## src/rtl/flex_srx_frame_if.sv

```systemverilog
// Bus between a serial frame receiver and its line driver / consumer.
// With SRX_PARITY_EN defined the bus also carries parity_error.
interface flex_srx_frame_if #(
  parameter int NUM_BITS = 8
);
  logic                shift_strobe;
  logic                serial_in;
  logic                data_read;
  logic [NUM_BITS-1:0] rx_data;
  logic                data_ready;
  logic                framing_error;
  logic                overrun_error;
`ifdef SRX_PARITY_EN
  logic                parity_error;

  modport master (output shift_strobe, serial_in, data_read,
                  input  rx_data, data_ready, framing_error, overrun_error, parity_error);
  modport slave  (input  shift_strobe, serial_in, data_read,
                  output rx_data, data_ready, framing_error, overrun_error, parity_error);
`else
  modport master (output shift_strobe, serial_in, data_read,
                  input  rx_data, data_ready, framing_error, overrun_error);
  modport slave  (input  shift_strobe, serial_in, data_read,
                  output rx_data, data_ready, framing_error, overrun_error);
`endif
endinterface

```

## src/rtl/flex_srx_frame.sv

```systemverilog
// Strobe-sampled serial frame receiver: start bit, NUM_BITS data bits, stop bit,
// held output word with ready/read handshake. SRX_PARITY_EN adds an even-parity bit.
module flex_srx_frame #(
  parameter int NUM_BITS  = 8,
  parameter bit SHIFT_MSB = 1'b1
) (
  input  logic              clk,
  input  logic              n_rst,
  flex_srx_frame_if.slave   bus
);
  localparam int CW = $clog2(NUM_BITS);

  typedef enum logic [2:0] {
    S_IDLE, S_DATA, S_PARITY, S_STOP, S_LOAD
  } state_t;

  state_t              r_state, w_next;
  logic [NUM_BITS-1:0] r_shift, w_shift_nxt;
  logic [CW-1:0]       r_cnt;
  logic [NUM_BITS-1:0] r_rx_data;
  logic                r_data_ready, r_ferr, r_oerr;
  logic                w_strobe, w_sin, w_last;
`ifdef SRX_PARITY_EN
  logic                r_par, r_perr;
`endif

  assign w_strobe = bus.shift_strobe;
  assign w_sin    = bus.serial_in;
  assign w_last   = (r_cnt == CW'(NUM_BITS-1));

  generate
    if (SHIFT_MSB) begin : g_msb
      assign w_shift_nxt = {r_shift[NUM_BITS-2:0], w_sin};
    end else begin : g_lsb
      assign w_shift_nxt = {w_sin, r_shift[NUM_BITS-1:1]};
    end
  endgenerate

  always_ff @(posedge clk or negedge n_rst) begin
    if (!n_rst) r_state <= S_IDLE;
    else        r_state <= w_next;
  end

  always_comb begin
    w_next = r_state;
    case (r_state)
      S_IDLE:   if (w_strobe && !w_sin) w_next = S_DATA;
`ifdef SRX_PARITY_EN
      S_DATA:   if (w_strobe && w_last) w_next = S_PARITY;
      S_PARITY: if (w_strobe)           w_next = S_STOP;
`else
      S_DATA:   if (w_strobe && w_last) w_next = S_STOP;
`endif
      S_STOP:   if (w_strobe)           w_next = w_sin ? S_LOAD : S_IDLE;
      S_LOAD:                           w_next = S_IDLE;
      default:                          w_next = S_IDLE;
    endcase
  end

  always_ff @(posedge clk or negedge n_rst) begin
    if (!n_rst) begin
      r_shift      <= '0;
      r_cnt        <= '0;
      r_rx_data    <= '0;
      r_data_ready <= 1'b0;
      r_ferr       <= 1'b0;
      r_oerr       <= 1'b0;
`ifdef SRX_PARITY_EN
      r_par        <= 1'b0;
      r_perr       <= 1'b0;
`endif
    end else begin
      // A read clears status in any state; LOAD below overrides it.
      if (bus.data_read) begin
        r_data_ready <= 1'b0;
        r_oerr       <= 1'b0;
      end
      case (r_state)
        S_IDLE: if (w_strobe && !w_sin) begin
          r_cnt  <= '0;
          r_ferr <= 1'b0;
        end
        S_DATA: if (w_strobe) begin
          r_shift <= w_shift_nxt;
          r_cnt   <= r_cnt + CW'(1);
        end
`ifdef SRX_PARITY_EN
        S_PARITY: if (w_strobe) r_par <= w_sin;
`endif
        S_STOP: if (w_strobe && !w_sin) r_ferr <= 1'b1;
        S_LOAD: begin
          r_rx_data    <= r_shift;
          r_data_ready <= 1'b1;
          // Unread word being replaced; a simultaneous read counts as consumed.
          r_oerr       <= r_data_ready & ~bus.data_read;
`ifdef SRX_PARITY_EN
          r_perr       <= (^r_shift) ^ r_par;
`endif
        end
        default: ;
      endcase
    end
  end

  assign bus.rx_data       = r_rx_data;
  assign bus.data_ready    = r_data_ready;
  assign bus.framing_error = r_ferr;
  assign bus.overrun_error = r_oerr;
`ifdef SRX_PARITY_EN
  assign bus.parity_error  = r_perr;
`endif
endmodule

```

## src/flat_wrapper.sv

```systemverilog
// flat-port wrapper written by rule: the top's interface ports become plain ports
module flex_srx_frame_flat 
#(
  parameter int NUM_BITS  = 8,
  parameter bit SHIFT_MSB = 1'b1
)
  (clk, n_rst, bus_shift_strobe, bus_serial_in, bus_data_read, bus_rx_data, bus_data_ready, bus_framing_error, bus_overrun_error);
  flex_srx_frame_if #(.NUM_BITS(NUM_BITS)) bus_i ();
  input  logic clk;
  input  logic n_rst;
  input wire logic [$bits(bus_i.shift_strobe)-1:0] bus_shift_strobe;
  input wire logic [$bits(bus_i.serial_in)-1:0] bus_serial_in;
  input wire logic [$bits(bus_i.data_read)-1:0] bus_data_read;
  output wire logic [$bits(bus_i.rx_data)-1:0] bus_rx_data;
  output wire logic [$bits(bus_i.data_ready)-1:0] bus_data_ready;
  output wire logic [$bits(bus_i.framing_error)-1:0] bus_framing_error;
  output wire logic [$bits(bus_i.overrun_error)-1:0] bus_overrun_error;
  assign bus_i.shift_strobe = bus_shift_strobe;
  assign bus_i.serial_in = bus_serial_in;
  assign bus_i.data_read = bus_data_read;
  assign bus_rx_data = bus_i.rx_data;
  assign bus_data_ready = bus_i.data_ready;
  assign bus_framing_error = bus_i.framing_error;
  assign bus_overrun_error = bus_i.overrun_error;
  flex_srx_frame #(.NUM_BITS(NUM_BITS), .SHIFT_MSB(SHIFT_MSB)) u_core (.clk(clk), .n_rst(n_rst), .bus(bus_i));
endmodule
```

## config.mk

```make
export PLATFORM = sky130hd
export DESIGN_NAME = flex_srx_frame_flat
export DESIGN_NICKNAME = d
export VERILOG_FILES = /design/src/rtl/flex_srx_frame_if.sv /design/src/rtl/flex_srx_frame.sv /design/src/flat_wrapper.sv
export SDC_FILE = /design/constraint.sdc
export NUM_CORES = 1
export LEC_CHECK = 0
export ABC_AREA = 1
export CAP_MARGIN = 20
export CORE_MARGIN = 2
export CORE_UTILIZATION = 26
export DETAILED_ROUTE_END_ITERATION = 8
export SLEW_MARGIN = 20
export SYNTH_ARGS = -nofsm -noshare
export SYNTH_HDL_FRONTEND = slang
export SYNTH_SLANG_ARGS = --single-unit
```

## constraint.sdc

```tcl
create_clock -name clk -period 1.6 [get_ports clk]
set_input_delay 0.48 -clock clk [delete_from_list [all_inputs] [get_ports clk]]
set_output_delay 0.48 -clock clk [all_outputs]
set_load 0.05 [all_outputs]
```

==> qor.yml, run 1 <==
outcome:
  status: "finished, final reports clean"
min_path:
  hp-class: "register to register"
clock_tree:
  cts_root_buf: "clkbuf_8"
  cts_hold_buf: 0
  cts_tree: "built"
  htree_num_levels: 1
  worstSkewPairLatency_ns: 0.27
  cts_inserted_buffers: 3
  clk_pin_slew_ns: 0.08
  cts_resized: 0
  post_cts_buffers: 0
  cts_max_path_buffers: 2
  clock-sinks: 25
die:
  die_area_sq_um: 4858
  die_h_microns: 69.70
  dieWidth_microns: 69.70
  rows: 23
  start_util: 0.2746
  io_pins: 16
  coreArea_sq_um: 4086
grt:
  grt_usage: 0.08478
  antenna_found_initial: 0
  grt_max_degree: 26
  grt_pass1_wl_microns: 3339
  gr-total-overflow: 0
  grt_pass1_vias: 752
placed_design:
  io_buffers: 15
  dp_hpwl_microns: 1370
  placed_cells: 180
  place_congestion: 0.7433
  dp_slack_ns: -0.03746
timing:
  rsz0062_at_grt: "false"
  post-route-period-util: 0.8451
  hold_ws_ns: 0.4871
  fin_worst_skew_ns: 0.001810
  period_needed_ns: 1.352
  fin_tns_setup_ns: 0
  finalSetupViolCount: 0
  hold_viol: 0
  worst_slew_pin_slew_ns: 0.3972
  fmax_ghz: 0.7396
  slew_headroom: 0.7343
  setup_ws_ns: 0.2479
  slew_violations: 0
finish:
  syn_to_final_growth_pct: 32.89
  final_common_cell: "nand2_1"
  diodes: 0
  final_cells: 184
  nNetsFinal: 142
  fillCellCount: 409
  layout-drive-gt1-share: 0.2687
  finish.utilization: 0.3650
  final_cell_mix: "nand2_1, dfrtp_1, o21ai_2"
power_and_ir_drop:
  cellPowerDensity_nw_per_um2: 1324
  vdd_ir_drop_max_mv: 0.5155
  p_leak_nw: 0.7265
yosys:
  yosys.area.top_type: "dfrtp_1"
  synth-seq-area-share: 0.5574
  ys_seq_elements: 25
  netlist_instances: 115
  ys_types: 15
  synth.avg_cell_area_sq_um: 9.759
  netlist.area_leader.share: 0.5574
  synth_area_leaders: "dfrtp_1, nand2_1, o21ai_2"
  synth_fp_nets: 122
  syn_area_sq_um: 1122
  yosysWarningCount: 0
drt:
  avgViaCountPerCell: 4.212
  drt-initial-drc-count: 27
  first_pass_iters: 2
  num_vias: 775
  ant_nets: 0
  wl_microns: 1872
  drc: 0
  wl_per_cell_microns: 10.17
critical_path:
  r2r-start: "u_core.r_cnt[0]$_DFFE_PN0P_"
  required_ns: 1.76
  worstSetupPathType: "primary input to register"
  critPathLaunch: "bus_shift_strobe"
  startpoint_type: "primary input"
  worstSetupEndpoint: "u_core.r_cnt[2]$_DFFE_PN0P_"
  worst_r2r_endpoint: "u_core.r_state[2]$_DFFE_PN0P_"
  r2r_cells: 8
  end_kind: "register"
  r2r_setup_slack_ns: 0.29
  cp_data_arrival_time_ns: 1.51
  crit_fanout: 6
flow_run:
  maxCapViolCount: 0
-- worst min-delay path by stage --
stage | from | to | slack [ns] | depth (start not counted)
2_1_floorplan | n_rst | u_core.bus.data_ready$_DFFE_PN0P_ | 0.18 | 0
3_3_place_gp | u_core.r_cnt[1]$_DFFE_PN0P_ | u_core.r_cnt[1]$_DFFE_PN0P_ | 0.46 | 2
3_5_place_dp | u_core.r_cnt[1]$_DFFE_PN0P_ | u_core.r_cnt[1]$_DFFE_PN0P_ | 0.47 | 2
4_1_cts | u_core.r_cnt[1]$_DFFE_PN0P_ | u_core.r_cnt[1]$_DFFE_PN0P_ | 0.49 | 2
5_1_grt | u_core.r_shift[3]$_DFFE_PN0P_ | u_core.r_shift[3]$_DFFE_PN0P_ | 0.50 | 2
6_report | u_core.r_cnt[1]$_DFFE_PN0P_ | u_core.r_cnt[1]$_DFFE_PN0P_ | 0.49 | 2
-- metal layers --
metal	routed length, microns	vias to the layer above	global-route usage
li1	-	401	-
met3	68	5	0.01599
met1	841	358	0.1057
met4	41	0	0.04487
met5	0	-	0
met2	921	11	0.1389
-- worst max-delay path, cell delays in order --
cell,delay [ns]
clkdlybuf4s50_1,0.60
nand2_1,0.14
nor2_1,0.12
nor2_1,0.07
nand2_1,0.05
nand2_1,0.05
-- power breakdown --
group	internal [mW]	switching, mW	total (mW)
combinational	0.293	0.394	0.687
sequential	0.788	0.124	0.911
clock	0.178	0.198	0.376
total	1.26	0.716	1.97
-- flip-flops by register name, summed over array words and instances (netlist names) --
signal                    cells
u_core.bus.overrun_error      1
u_core.bus.framing_error      1
u_core.bus.rx_data            8
u_core.bus.data_ready         1
u_core.r_state                3
u_core.r_cnt                  3
u_core.r_shift                8
-- area by class of cell --
type	count	area, sq um	share of cell area
timing repair buffer	18	295.3	0.1980
tap	50	62.56	0.04195
inverter	14	52.55	0.03523
clock buffer	4	45.04	0.03020
sequential	25	625.6	0.4195
multi-input combinational	73	410.4	0.2752
-- cells in the mapped netlist --
library cell / number
inv_1: 14
nor2_4: 1
dfrtp_1: 25
nor2_1: 4
o21ai_2: 15
nand3_4: 1
or2_0: 1
buf_6: 3
nor2_2: 1
nand3_1: 4
nand4_1: 3
nand2_1: 38
nand2_2: 1
ha_1: 2
o21ai_0: 2
-- kinds of logic after synthesis --
| group | Yosys count | share of synthesized area |
|---|---|---|
| buf+inv | 17 | 0.07692 |
| fa+ha+maj | 2 | 0.02229 |
| flops | 25 | 0.5574 |
| simple gates | 54 | 0.2174 |
| compound gates | 17 | 0.1260 |
-- per-stage QoR --
step / power (mW) / instance area [sq um]
after floorplan: 1.423 / 1122
after global placement: 1.584 / 1446
after detailed placement: 1.623 / 1446
after CTS: 2.003 / 1491
after global routing: 2.124 / 1491
final: 1.974 / 1491
No activity file was read; power rests on OpenSTA's default activity.
==> run 2, diff against run 1 <==
Clock period 1.6 ns to 1.2 ns, I/O delays scaled along.
==> run 2 against run 1 <==
Effect of this change: the flow now finishes with violations (negative setup slack); critical path depth rose by 2; hold slack worse by 0.047 ns; global-route usage is 0.13 points lower; die area stayed put; worst setup slack worse by 0.26 ns; cell count is 6.0% higher; sequential share of layout area fell by 3.9 points; clock-buffer cell count unchanged; design area is 11% higher; first-iteration DRC count is 74% higher; sequential power grew 32%; via count increased by 7.1%.
==> qor.yml, run 2 (synthesis gave the netlist of run 1 again) <==
outcome:
  status: "finished, violations left"
  violations: "negative setup slack"
placed_design:
  dp_hpwl_microns: 1342  # -2.1%
  postPlaceCellArea_sq_um: 1509  # +4.3%
  io_buffers: 15  # unchanged
  place_congestion: 0.7989  # +7.5%
drt:
  wl_per_cell_microns: 9.595  # -5.7%
  avgViaCountPerCell: 4.256  # +1.1%
  wl_microns: 1871  # about the same
  drt-initial-drc-count: 47  # +74%
  num_vias: 830  # +7.1%
  ant_nets: 0  # unchanged
  drc: 0  # unchanged
  first_pass_iters: 4  # +2
timing:
  setup_ws_ns: -0.01653  # -0.2644 ns
  fmax_ghz: 0.8220
  hold_ws_ns: 0.4402  # -0.04685 ns
  finalSetupViolCount: 7  # +7
  slew_headroom: 0.8634  # +0.1291
  fin_worst_skew_ns: 0.003335  # +0.001525 ns
  period_needed_ns: 1.217
  rsz0062_at_grt: "true"
  slew_violations: 0  # unchanged
  hold_viol: 0  # unchanged
  post-route-period-util: 1.014
  worst_slew_pin_slew_ns: 0.2045  # -0.1927 ns
finish:
  nNetsFinal: 153  # +7.7%
  final_common_cell: "nand2_1"
  final_cell_mix: "nand2_1, dfrtp_1, o21ai_2"
  finalInstanceArea_sq_um: 1649  # +11%
  syn_to_final_growth_pct: 46.93
  diodes: 0  # unchanged
  fillCellCount: 405  # -0.98%
  layout-drive-gt1-share: 0.4483  # +0.1796
critical_path:
  crit_fanout: 2  # -4
  slowest_delay_ns: 0.39  # -0.21 ns
  r2r-start: "u_core.r_cnt[0]$_DFFE_PN0P_"
  path_common_cell: "nand2_2"
  critical_path.cell_chain: "ha_2, ha_4, nand2_2, nand3_2, nand2_2, inv_2, nand2_1, nor2_1"
  cp_data_arrival_time_ns: 1.38  # -0.13 ns
  required_ns: 1.36  # -0.40 ns
  r2r_cells: 8  # unchanged
  cp_slowest_cell: "dfrtp_1"
  startpoint_type: "register"
  critPathLaunch: "u_core.r_cnt[0]$_DFFE_PN0P_"
  worstSetupPathType: "register to register"
  end_kind: "register"
clock_tree:
  cts_root_buf: "clkbuf_8"
  clk_pin_slew_ns: 0.08  # about the same
  cts_inserted_buffers: 3  # unchanged
  htree_num_levels: 1  # unchanged
  clock-sinks: 25  # unchanged
  cts_max_path_buffers: 2  # unchanged
  cts_tree: "built"
  worstSkewPairLatency_ns: 0.26  # about the same
grt:
  grt_pass1_vias: 796  # +5.9%
  gr-total-overflow: 0  # unchanged
  grt_pass1_wl_microns: 3312  # -0.81%
  met1_usage: 0.09991  # -0.005834
  antenna_found_initial: 0  # unchanged
  grt_usage: 0.08346  # -0.001322
  top_usage_layer: "met2"
  use_met3: 0.01890  # +0.002907
  grt_max_degree: 26  # unchanged
  grtUsageMet2: 0.1389  # unchanged
die:
  io_pins: 16  # unchanged
  rows: 23  # unchanged
  start_util: 0.2746  # unchanged
  coreArea_sq_um: 4086  # unchanged
  die_h_microns: 69.70  # unchanged
  dieWidth_microns: 69.70  # unchanged
  die_area_sq_um: 4858  # unchanged
power_and_ir_drop:
  cellPowerDensity_nw_per_um2: 1733  # +31%
  p_leak_nw: 0.7937  # +9.3%
  vdd_ir_drop_max_mv: 0.7788  # +51%
min_path:
  hp-class: "primary input to async pin"
flow_run:
  maxCapViolCount: 0  # unchanged
-- run 2: changes by cell type in the layout (fill, tap and decap cells not counted), sizes merged --
cell | previous run | this run
dlygate4sd2 | 0 | 1
clkdlybuf4s50 | 4 | 3
buf | 14 | 25
-- run 2: power by group --
part / internal [mW] / switching, mW
Sequential: 1.05 / 0.152
Clock: 0.237 / 0.246
Combinational: 0.547 / 0.624
-- run 2: path summary, 6_finish.rpt --
path                       slack [ns]                       endpoint
max                             -0.02  u_core.r_state[2]$_DFFE_PN0P_
min                              0.44    u_core.r_cnt[2]$_DFFE_PN0P_
max reg2reg                     -0.02  u_core.r_state[2]$_DFFE_PN0P_
min reg2reg                      0.49  u_core.r_shift[1]$_DFFE_PN0P_
max in group asynchronous        0.61  u_core.r_state[2]$_DFFE_PN0P_
min in group clk                 0.49  u_core.r_shift[1]$_DFFE_PN0P_
-- run 2: layer usage --
metal | up-vias | share of wire
met4 | 0 | 0.021
met2 | 10 | 0.50
met1 | 392 | 0.44
li1 | 424 | -
met3 | 4 | 0.035
met5 | - | 0
-- run 2: cell type report --
cell class | instances | area, sq um | area share
tap | 50 | 62.56 | 0.03794
timing repair buffer | 29 | 401.6 | 0.2436
multi-input combinational | 73 | 460.4 | 0.2792
sequential | 25 | 626.9 | 0.3801
clock buffer | 4 | 45.04 | 0.02731
inverter | 14 | 52.55 | 0.03187
-- run 2: worst max-delay path, delay by kind of cell (launching register included) --
| kind | cells | cell delay (ns) |
|---|---|---|
| flip-flops | 1 | 0.39 |
| adder cells (fa/ha/maj) | 2 | 0.36 |
| buffers and inverters | 1 | 0.04 |
| AND/OR/NAND/NOR | 5 | 0.33 |
-- run 2: repair_timing --
action | 4_1_cts | 5_1_grt
setup endpoints to repair | 13 | 24
pin swaps | 1 | 3
buffers inserted | 2 | 4
hold buffers | 0 | 0
gates resized for setup | 3 | 17
-- run 2: through the flow --
step	TNS (ns)	util	std cells	setup WS (ns)	power [mW]
5_1_grt	-0.8230	0.4036	195	-0.07368	3.064
2_1_floorplan	0	-	115	0.005446	1.897
3_5_place_dp	-3.630	0.3693	185	-0.3272	2.211
4_1_cts	-0.1009	0.3849	191	-0.01512	2.734
3_3_place_gp	-3.304	0.3693	185	-0.2753	2.175
6_report	-0.03312	0.4036	195	-0.01653	2.858
==> run 3, diff against run 2 <==
Settings changed: HOLD_SLACK_MARGIN from default to 0.15, SLEW_MARGIN 20 to 10.
Clock period 1.2 ns to 1.6 ns, I/O delays scaled along.
==> results of run 3 <==
Same layout as run 1: the final DEF is identical, and so are final timing and power.
